## src/rtl/hash_nonce_ctrl_pkg.sv

```systemverilog
// Shared constants and state encoding for the nonce-search controller family.
package hash_nonce_ctrl_pkg;

  localparam int BYTE_BITS     = 8;
  localparam int NONCE_BYTES   = 4;
  localparam int PAYLOAD_BYTES = 12;
  localparam int DIGEST_BYTES  = 3;
  localparam int DEF_TIMEOUT   = 100;
  localparam int DEF_TMR_W     = 8;

  typedef enum logic [2:0] {
    ST_IDLE  = 3'd0,
    ST_LOAD  = 3'd1,
    ST_WAIT  = 3'd2,
    ST_CHECK = 3'd3,
    ST_DONE  = 3'd4
  } state_e;

  function automatic logic is_search_state(input state_e s);
    return (s == ST_LOAD) || (s == ST_WAIT) || (s == ST_CHECK);
  endfunction

endpackage

```

## src/rtl/hash_wait_timer.sv

```systemverilog
// Clearable, enabled up-counter with a terminal flag at TIMEOUT-1.
module hash_wait_timer
  import hash_nonce_ctrl_pkg::*;
#(
  parameter int TIMEOUT = DEF_TIMEOUT,
  parameter int TMR_W   = DEF_TMR_W
) (
  input  logic clk_i,
  input  logic rst_i,
  input  logic clr_i,
  input  logic en_i,
  output logic tc_o
);

  localparam logic [TMR_W-1:0] TC_VAL = TMR_W'(TIMEOUT - 1);

  logic [TMR_W-1:0] count_q, count_d;

  always_comb begin
    count_d = count_q;
    if (clr_i) begin
      count_d = '0;
    end else if (en_i) begin
      count_d = count_q + TMR_W'(1);
    end
  end

  always_ff @(posedge clk_i or posedge rst_i) begin
    if (rst_i) begin
      count_q <= '0;
    end else begin
      count_q <= count_d;
    end
  end

  assign tc_o = (count_q == TC_VAL);

endmodule

```

## src/rtl/hash_nonce_ctrl.sv

```systemverilog
// Nonce-search controller: feeds {nonce, payload} blocks to the hash core,
// checks each digest against the target and reports the winning nonce.
//
// state | meaning
// IDLE  | no search yet; core parked via finished
// LOAD  | block registered, next pulse restarts the core
// WAIT  | waiting for hash_valid, timeout counter running
// CHECK | compare captured digest against target
// DONE  | result held, core parked; start re-arms
module hash_nonce_ctrl
  import hash_nonce_ctrl_pkg::*;
#(
  parameter int BYTE    = BYTE_BITS,
  parameter int TIMEOUT = DEF_TIMEOUT,
  parameter int TMR_W   = DEF_TMR_W
) (
  input  logic                                      clk,
  input  logic                                      reset,
  input  logic                                      start,
  input  logic [PAYLOAD_BYTES*BYTE-1:0]             payload,
  input  logic [NONCE_BYTES*BYTE-1:0]               nonce_start,
  input  logic [BYTE-1:0]                           target,
  input  logic [DIGEST_BYTES*BYTE-1:0]              hash_h,
  input  logic                                      hash_valid,
  output logic [(NONCE_BYTES+PAYLOAD_BYTES)*BYTE-1:0] block,
  output logic                                      next,
  output logic                                      finished,
  output logic                                      busy,
  output logic                                      done,
  output logic                                      found,
  output logic                                      error,
  output logic [NONCE_BYTES*BYTE-1:0]               nonce_out,
  output logic [DIGEST_BYTES*BYTE-1:0]              h_out
);

  localparam int NW = NONCE_BYTES * BYTE;
  localparam int PW = PAYLOAD_BYTES * BYTE;
  localparam int HW = DIGEST_BYTES * BYTE;
  localparam int BW = NW + PW;

  state_e          state_q, state_d;
  logic [PW-1:0]   payload_q, payload_d;
  logic [BYTE-1:0] target_q, target_d;
  logic [NW-1:0]   nonce_q, nonce_d;
  logic [HW-1:0]   h_q, h_d;
  logic [BW-1:0]   block_q, block_d;
  logic            found_q, found_d;
  logic            error_q, error_d;
  logic            done_q, done_d;
  logic [NW-1:0]   nonce_out_q, nonce_out_d;
  logic [HW-1:0]   h_out_q, h_out_d;

  logic            tmr_tc;
  logic            meet;
  logic [NW-1:0]   nonce_inc;

  hash_wait_timer #(
    .TIMEOUT (TIMEOUT),
    .TMR_W   (TMR_W)
  ) u_wait_timer (
    .clk_i (clk),
    .rst_i (reset),
    .clr_i (state_q == ST_LOAD),
    .en_i  (state_q == ST_WAIT),
    .tc_o  (tmr_tc)
  );

  // Only the top two digest bytes take part in the difficulty test.
  assign meet      = (h_q[3*BYTE-1:2*BYTE] < target_q) && (h_q[2*BYTE-1:BYTE] < target_q);
  assign nonce_inc = nonce_q + NW'(1);

  always_comb begin
    state_d     = state_q;
    payload_d   = payload_q;
    target_d    = target_q;
    nonce_d     = nonce_q;
    h_d         = h_q;
    block_d     = block_q;
    found_d     = found_q;
    error_d     = error_q;
    done_d      = 1'b0;
    nonce_out_d = nonce_out_q;
    h_out_d     = h_out_q;
    next        = 1'b0;
    finished    = 1'b0;
    busy        = is_search_state(state_q);

    case (state_q)
      ST_IDLE, ST_DONE: begin
        finished = 1'b1;
        if (start) begin
          payload_d   = payload;
          target_d    = target;
          nonce_d     = nonce_start;
          block_d     = {nonce_start, payload};
          found_d     = 1'b0;
          error_d     = 1'b0;
          nonce_out_d = '0;
          h_out_d     = '0;
          state_d     = ST_LOAD;
        end
      end
      ST_LOAD: begin
        next    = 1'b1;
        state_d = ST_WAIT;
      end
      ST_WAIT: begin
        if (hash_valid) begin
          h_d     = hash_h;
          state_d = ST_CHECK;
        end else if (tmr_tc) begin
          error_d = 1'b1;
          done_d  = 1'b1;
          state_d = ST_DONE;
        end
      end
      ST_CHECK: begin
        if (meet) begin
          found_d     = 1'b1;
          nonce_out_d = nonce_q;
          h_out_d     = h_q;
          done_d      = 1'b1;
          state_d     = ST_DONE;
        end else if (&nonce_q) begin
          done_d  = 1'b1;
          state_d = ST_DONE;
        end else begin
          // Block is refreshed on entry to LOAD so it is valid alongside next.
          nonce_d = nonce_inc;
          block_d = {nonce_inc, payload_q};
          state_d = ST_LOAD;
        end
      end
      default: begin
        state_d = ST_IDLE;
      end
    endcase
  end

  always_ff @(posedge clk or posedge reset) begin
    if (reset) begin
      state_q     <= ST_IDLE;
      payload_q   <= '0;
      target_q    <= '0;
      nonce_q     <= '0;
      h_q         <= '0;
      block_q     <= '0;
      found_q     <= 1'b0;
      error_q     <= 1'b0;
      done_q      <= 1'b0;
      nonce_out_q <= '0;
      h_out_q     <= '0;
    end else begin
      state_q     <= state_d;
      payload_q   <= payload_d;
      target_q    <= target_d;
      nonce_q     <= nonce_d;
      h_q         <= h_d;
      block_q     <= block_d;
      found_q     <= found_d;
      error_q     <= error_d;
      done_q      <= done_d;
      nonce_out_q <= nonce_out_d;
      h_out_q     <= h_out_d;
    end
  end

  assign block     = block_q;
  assign done      = done_q;
  assign found     = found_q;
  assign error     = error_q;
  assign nonce_out = nonce_out_q;
  assign h_out     = h_out_q;

endmodule

```

## config.mk

```make
export PLATFORM = sky130hd
export DESIGN_NAME = hash_nonce_ctrl
export DESIGN_NICKNAME = d
export VERILOG_FILES = /design/src/rtl/hash_nonce_ctrl_pkg.sv /design/src/rtl/hash_wait_timer.sv /design/src/rtl/hash_nonce_ctrl.sv
export SDC_FILE = /design/constraint.sdc
export NUM_CORES = 1
export LEC_CHECK = 0
export ABC_AREA = 1
export BUFFER_PORTS_ARGS = -buffer_cell sky130_fd_sc_hd__buf_2
export CAP_MARGIN = 20
export CORE_ASPECT_RATIO = 0.8
export CORE_MARGIN = 2
export CORE_UTILIZATION = 50
export CTS_BUF_LIST = sky130_fd_sc_hd__clkbuf_2
export CTS_CLUSTER_DIAMETER = 60
export DETAILED_ROUTE_END_ITERATION = 7
export PLACE_DENSITY = 0.83
export REMOVE_ABC_BUFFERS = 1
export SYNTH_ARGS = -nofsm -noshare
export SYNTH_HDL_FRONTEND = slang
export SYNTH_HIERARCHICAL = 1
export SYNTH_SLANG_ARGS = --single-unit
```

## constraint.sdc

```tcl
create_clock -name clk -period 16.6 [get_ports clk]
set_input_delay 4.15 -clock clk [delete_from_list [all_inputs] [get_ports clk]]
set_output_delay 4.15 -clock clk [all_outputs]
set_load 0.02 [all_outputs]
```

# Word-level counts from Yosys, hierarchy flattened

Index checks and enable logic that the tools add are counted.

Output and inout port bits: 190
Logic and storage cells: 78
Bits in registers: 358
Bits of input ports: 164

Reduce and logical (&&, ||, !) cells: 15
Mux-type cells: 35
$lt $le $gt $ge: 2
$add $sub $neg: 2
Eq/ne operators: 12

Operators with widths:

| operator                                       | number |
|---|---|
| two-way mux 128 bit                            | 3 |
| one-hot mux 128 bit (2 select lines)           | 1 |
| two-way mux 32 bit                             | 5 |
| one-hot mux 32 bit (2 select lines)            | 2 |
| two-way mux 24 bit                             | 2 |
| one-hot mux 24 bit (2 select lines)            | 1 |
| adder 32 x 1 -> 32 bit (second input constant) | 1 |
| AND reduction 32 bit                           | 1 |
| less-than comparator 8 bit                     | 2 |
| two-way mux 8 bit                              | 2 |
| two-way mux 3 bit                              | 5 |
| inequality test 2 bit (second input constant)  | 6 |
| one-hot mux 3 bit (4 select lines)             | 1 |
| two-way mux 1 bit                              | 10 |
| adder 8 x 1 -> 8 bit (second input constant)   | 1 |
| == test 8 x 7 -> 1 bit (second input constant) | 1 |
| AND reduction 4 bit                            | 2 |
| == test 3 x 2 -> 1 bit (second input constant) | 2 |
| one-hot mux 1 bit (2 select lines)             | 3 |
| AND reduction 2 bit                            | 3 |
| nonzero test 2 bit                             | 3 |
| == test 3 x 1 -> 1 bit (second input constant) | 1 |
| == test 3 bit (second input constant)          | 1 |
| logical NOT 3 bit                              | 1 |
| 5 further kinds                                | 6 |

# Depth between registers and ports, before layout

Depth in word-level cells: 4
Mapped depth: 13
Gate-level depth less buffers: 12

# Cells and area by module

The synthesis kept the hierarchy.

Modules (own cells, without submodules):

| module          | area each (µm²) | cells each | times used | sequential area each (µm²) |
|---|---|---|---|---|
| hash_nonce_ctrl | 15280.9         | 1986       | 1          | 7957.6 |
| hash_wait_timer | 493.0           | 65         | 1          | 200.2 |

# Worst setup path before layout

Ideal clock, no wire load.

Path kind: register to output
From: register state_q[2]
To: output port next
Data required time: 12450 ps
Path buffers: 0
Data arrival time: 1144 ps
Slack: 11306 ps
Stages on the path, launching flop included: 3
Cells stage by stage: dfrtp_1 or2_1 nor2_1

Longest elaborated chain between the ends: 2

RTL lines:

| element                | RTL line               | text |
|---|---|---|
| from (decl)            | hash_nonce_ctrl.sv:41  | `state_e state_q, state_d;` |
| from (signal assigned) | hash_nonce_ctrl.sv:154 | `state_q <= state_d;` |
| == test 3 x 1 -> 1 bit | hash_nonce_ctrl.sv:88  | `case (state_q)` |
| two-way mux 1 bit      | hash_nonce_ctrl.sv:88  |  |
| to (decl)              | hash_nonce_ctrl.sv:26  | `output logic next,` |

No other way between the ends.

# Final worst setup path

From: register state_q[0]
To: output port next

The elaborated chain is that of the path after synthesis.

==> run summary <==
The site row count came out at 58. Sorting the synthesized cells by how often they occur yields sky130_fd_sc_hd__nand2_1 (810), sky130_fd_sc_hd__dfrtp_1 (326), sky130_fd_sc_hd__nand3_1 (279). The netlist uses 33 different library cells. The power density of the placed cells came out at between 200 and 250 nW/µm². The critical path starts at state_q[0].

The largest net degree at the start of global routing is roughly 130. The number of setup buffers added after CTS is 0. STA classifies the critical path endpoint as an output port.

By instance count, the leading cell after synthesis is sky130_fd_sc_hd__nand2_1. The number of hold violations in the final report was 0. The routed via count divided by cell count is approximately 5.1. In this run the tool buffered the top-level ports with 353 buffer cells. The met3 track utilization from global routing came out at approximately 5.3%. After clock tree synthesis, the flow added hold-fix buffers numbering 0. The fraction of the yosys area taken by sequential cells came out at about half. For this run, the top clock speed supported by timing is about 0.16 GHz. After detailed routing, the total wire length is roughly 44 mm.

Of the post-synthesis cell area, the dominant cell type holds approximately half. During I/O placement, the number of pins put on the boundary was between 300 and 400. The combined buffer and inverter count along the critical path came out at 2. The total negative slack for setup checks is 0 ns. The final worst-path cycle share is between 30% and 40%. The netlist area before placement came out at ~16000 µm². The endpoint of the worst register-to-register path is block[14]. The via count of the first global-routing pass is approximately 14k. The detailed-route via count is between 10k and 15k. The number of H-tree levels came out at 3. The number of buffers inserted during clock tree synthesis came out at 81. The tightest min-delay check is of the reg -> reg type. The number of resized instances in the post-cts repair step is 0. The routability-driven placement congestion ratio is just under 0.9. The number of nets in the finished design is 2562. Counting flops with an async set or reset pin after synthesis yields a share of 100%.

Yosys printed 6 warnings. The synthesized area per cell is roughly 7.7 µm². The worst register-to-register path begins at state_q[0]. The aggregate global-route resource usage came out at 26.5%. After clock tree synthesis, the clock-pin slew on the worst setup and hold paths is around 0.11 ns. At the later pin of the worst-skew pair, clock insertion delay measures ~0.9 ns. The cell at the slowest stage of the critical path is sky130_fd_sc_hd__dfrtp_1. Once detail routing completed, the nets flagged for antenna violations numbered 0. The final setup violation count came out at 0.

OpenSTA, run right after detailed placement, puts the worst setup slack at 9.89 ns. For the finished layout, the period the worst path requires is 6.38 ns. STA classifies the critical path startpoint as a flop. The largest vdd supply drop is 135 µV. Walking the worst path, the cells encountered are inv_2, or2_1, nor2_1, buf_2. After detailed routing, the average wire length per cell comes to 15.3 µm. The data arrival time of the critical path is around 2.2 ns.

The worst setup path endpoint is next. The residual overflow from global routing came out at 0. The most used flip-flop cell after synthesis is sky130_fd_sc_hd__dfrtp_1.

The number of maximum-capacitance constraint violations came out at 0. Data on the critical path is required at its endpoint by between 10 and 15 ns. The number of register bits inferred by synthesis came out at between 300 and 400. On the worst path, the slowest cell contributes a delay of 0.41 ns. The count of clock tree sinks came out at about 330.

The layout overhead on the synthesized area came out at 16.0%. The worst register-to-register path has a setup slack of about 11 ns. The worst register-to-register path has a depth of 12. The relative slew slack came out at 25.3%.

Global routing used 43.0% of the available met2 tracks. The first global-routing pass estimated roughly 71 mm of wire. The chip height is 163 µm. The area of the core came out at 31300 µm². The setup slack of the critical path after layout is ~10 ns.

The initial detailed-routing violation count came out at 1015. The clock tree from TritonCTS is built. The busiest layer in global routing is met2. The initial antenna violation count came out at 3.

The leakage power total came out at 10.3 nW. CTS placed an instance of sky130_fd_sc_hd__clkbuf_2 at the clock tree root. The clock passes through at most 3 buffers. The width of the die came out at roughly 200 µm. Setup repair after global routing left no endpoint under its margin. The top fanout value on the critical path is 5. The maximum clock skew at final layout came out at between 0.05 and 0.06 ns.

The overall die area came out at 33000 µm². The slew at the pin closest to its max-slew limit came out at between 1 and 1.5 ns. The DRC violations left came out at 0. Sorting the synthesized cells by area gives the leading types as sky130_fd_sc_hd__dfrtp_1 (52%), sky130_fd_sc_hd__nand2_1 (19%), sky130_fd_sc_hd__nand3_1 (8.9%), sky130_fd_sc_hd__o21ai_0 (6.7%), sky130_fd_sc_hd__inv_1 (3.9%). The share of post-route cells with drive strength above 1 is between 20% and 30%. The synthesized instance count came out at 2051. The initial core utilization came out at 50.4%. Among cell families on the critical path, the largest total delay comes from simple AND/OR/NAND/NOR gates.

The count of flip-flops with a built-in enable after synthesis is 0. Of all cell types, the one taking the most synthesized area is sky130_fd_sc_hd__dfrtp_1. The final number of max-transition violations came to 0. The overall power of the completed layout came out at roughly 0.0037 W. For this run, the detailed router's first-pass iteration total came to 5. The depth of the critical timing path with buffers and inverters included is 4. The placed wire-length estimate after detailed placement came out at roughly 29 mm.

The run finished with clean final reports. The met1 global-route usage came out at 35.4%. By startpoint and endpoint, the worst setup path is classified as reg -> out.
[per-layer routing]
| metal | vias up | share of wire (%) |
|---|---|---|
| met3 | 79 | 7.4 |
| met4 | 0 | 2.5 |
| met1 | 6855 | 43 |
| met5 | - | 0 |
| li1 | 7199 | - |
| met2 | 584 | 47 |
[tightest hold or removal path: stages, from the launching register on]
cell and delay, ns:
sky130_fd_sc_hd__dfrtp_1 0.35, sky130_fd_sc_hd__nand2_1 0.05, sky130_fd_sc_hd__nand2_1 0.04
[layout make-up]
class                           count  area, µm²
Fill cell                        2851      13000
Sequential cell                   326       8160
Multi-Input combinational cell   1438       6340
Timing Repair Buffer              369       1920
Inverter                          166        631
Clock buffer                      114        571
Tap cell                          420        526
Clock inverter                     24        149
Antenna cell                        3       7.51
[metrics by stage]
step / instances / cell area, µm² / hold WS (ns) / util [%]
3_3_place_gp: 2717 / 17500 / 0.450 / 56.0
2_1_floorplan: 1930 / 15100 / 0.443 / -
6_report: 2860 / 18300 / 0.475 / 58.5
3_5_place_dp: 2717 / 17500 / 0.454 / 56.0
4_1_cts: 2855 / 18200 / 0.477 / 58.3
5_1_grt: 2860 / 18300 / 0.497 / 58.5
[kinds of logic after synthesis]
| family | count (synthesis) | synth area share (%) |
|---|---|---|
| xor+xnor | 4 | 0.222 |
| flops | 326 | 51.7 |
| buf+inv | 287 | 8.25 |
| compound gates | 225 | 7.20 |
| fa+ha+maj | 16 | 1.27 |
| simple gates | 1193 | 31.3 |
[power by group]
group / total (W) / switching (W) / leakage [nW] / internal, W
Combinational: 0.00176 / 0.00123 / 5.66 / 0.000532
Clock: 0.000537 / 0.000322 / 0.545 / 0.000214
Sequential: 0.00144 / 0.000277 / 4.14 / 0.00117
Total: 0.00374 / 0.00183 / 10.3 / 0.00191
[cell usage in the layout, fill, tap and decap left out, drive strengths merged]
master | netlist | layout
o21ai | 213 | 213
nor2 | 82 | 82
bufinv | 0 | 2
o31ai | 1 | 1
o21bai | 3 | 3
a21oi | 8 | 8
diode | 0 | 3
dfrtp | 326 | 326
buf | 69 | 369
nor3 | 2 | 2
clkinvlp | 0 | 1
xor2 | 1 | 1
or2 | 3 | 3
ha | 16 | 16
nand2 | 815 | 815
xnor2 | 3 | 3
nand3 | 280 | 280
clkinv | 0 | 19
nor3b | 1 | 1
clkbuf | 52 | 114
nand3b | 2 | 2
inv | 166 | 168
nor4 | 1 | 1
nand4 | 7 | 7
[registers in the layout, indices dropped and copies added, names as in the netlist, 3 cells and up]
signal                flops
block                    96
payload_q                96
nonce_out                32
nonce_q                  32
h_out                    24
h_q                      24
target_q                  8
u_wait_timer/count_q      8
state_q                   3
[worst min path at each step]
| stage | start | endpoint | slack, ns | cells after the start |
|---|---|---|---|---|
| after floorplan | h_q[0] | h_q[0] | 0.44 | 2 |
| after global placement | block[94] | block[94] | 0.45 | 2 |
| after detailed placement | block[4] | block[4] | 0.45 | 2 |
| after CTS | block[32] | block[32] | 0.48 | 2 |
| after global routing | block[36] | block[36] | 0.50 | 2 |
| final | block[32] | block[32] | 0.48 | 2 |
(Power assumes the default switching activity.)
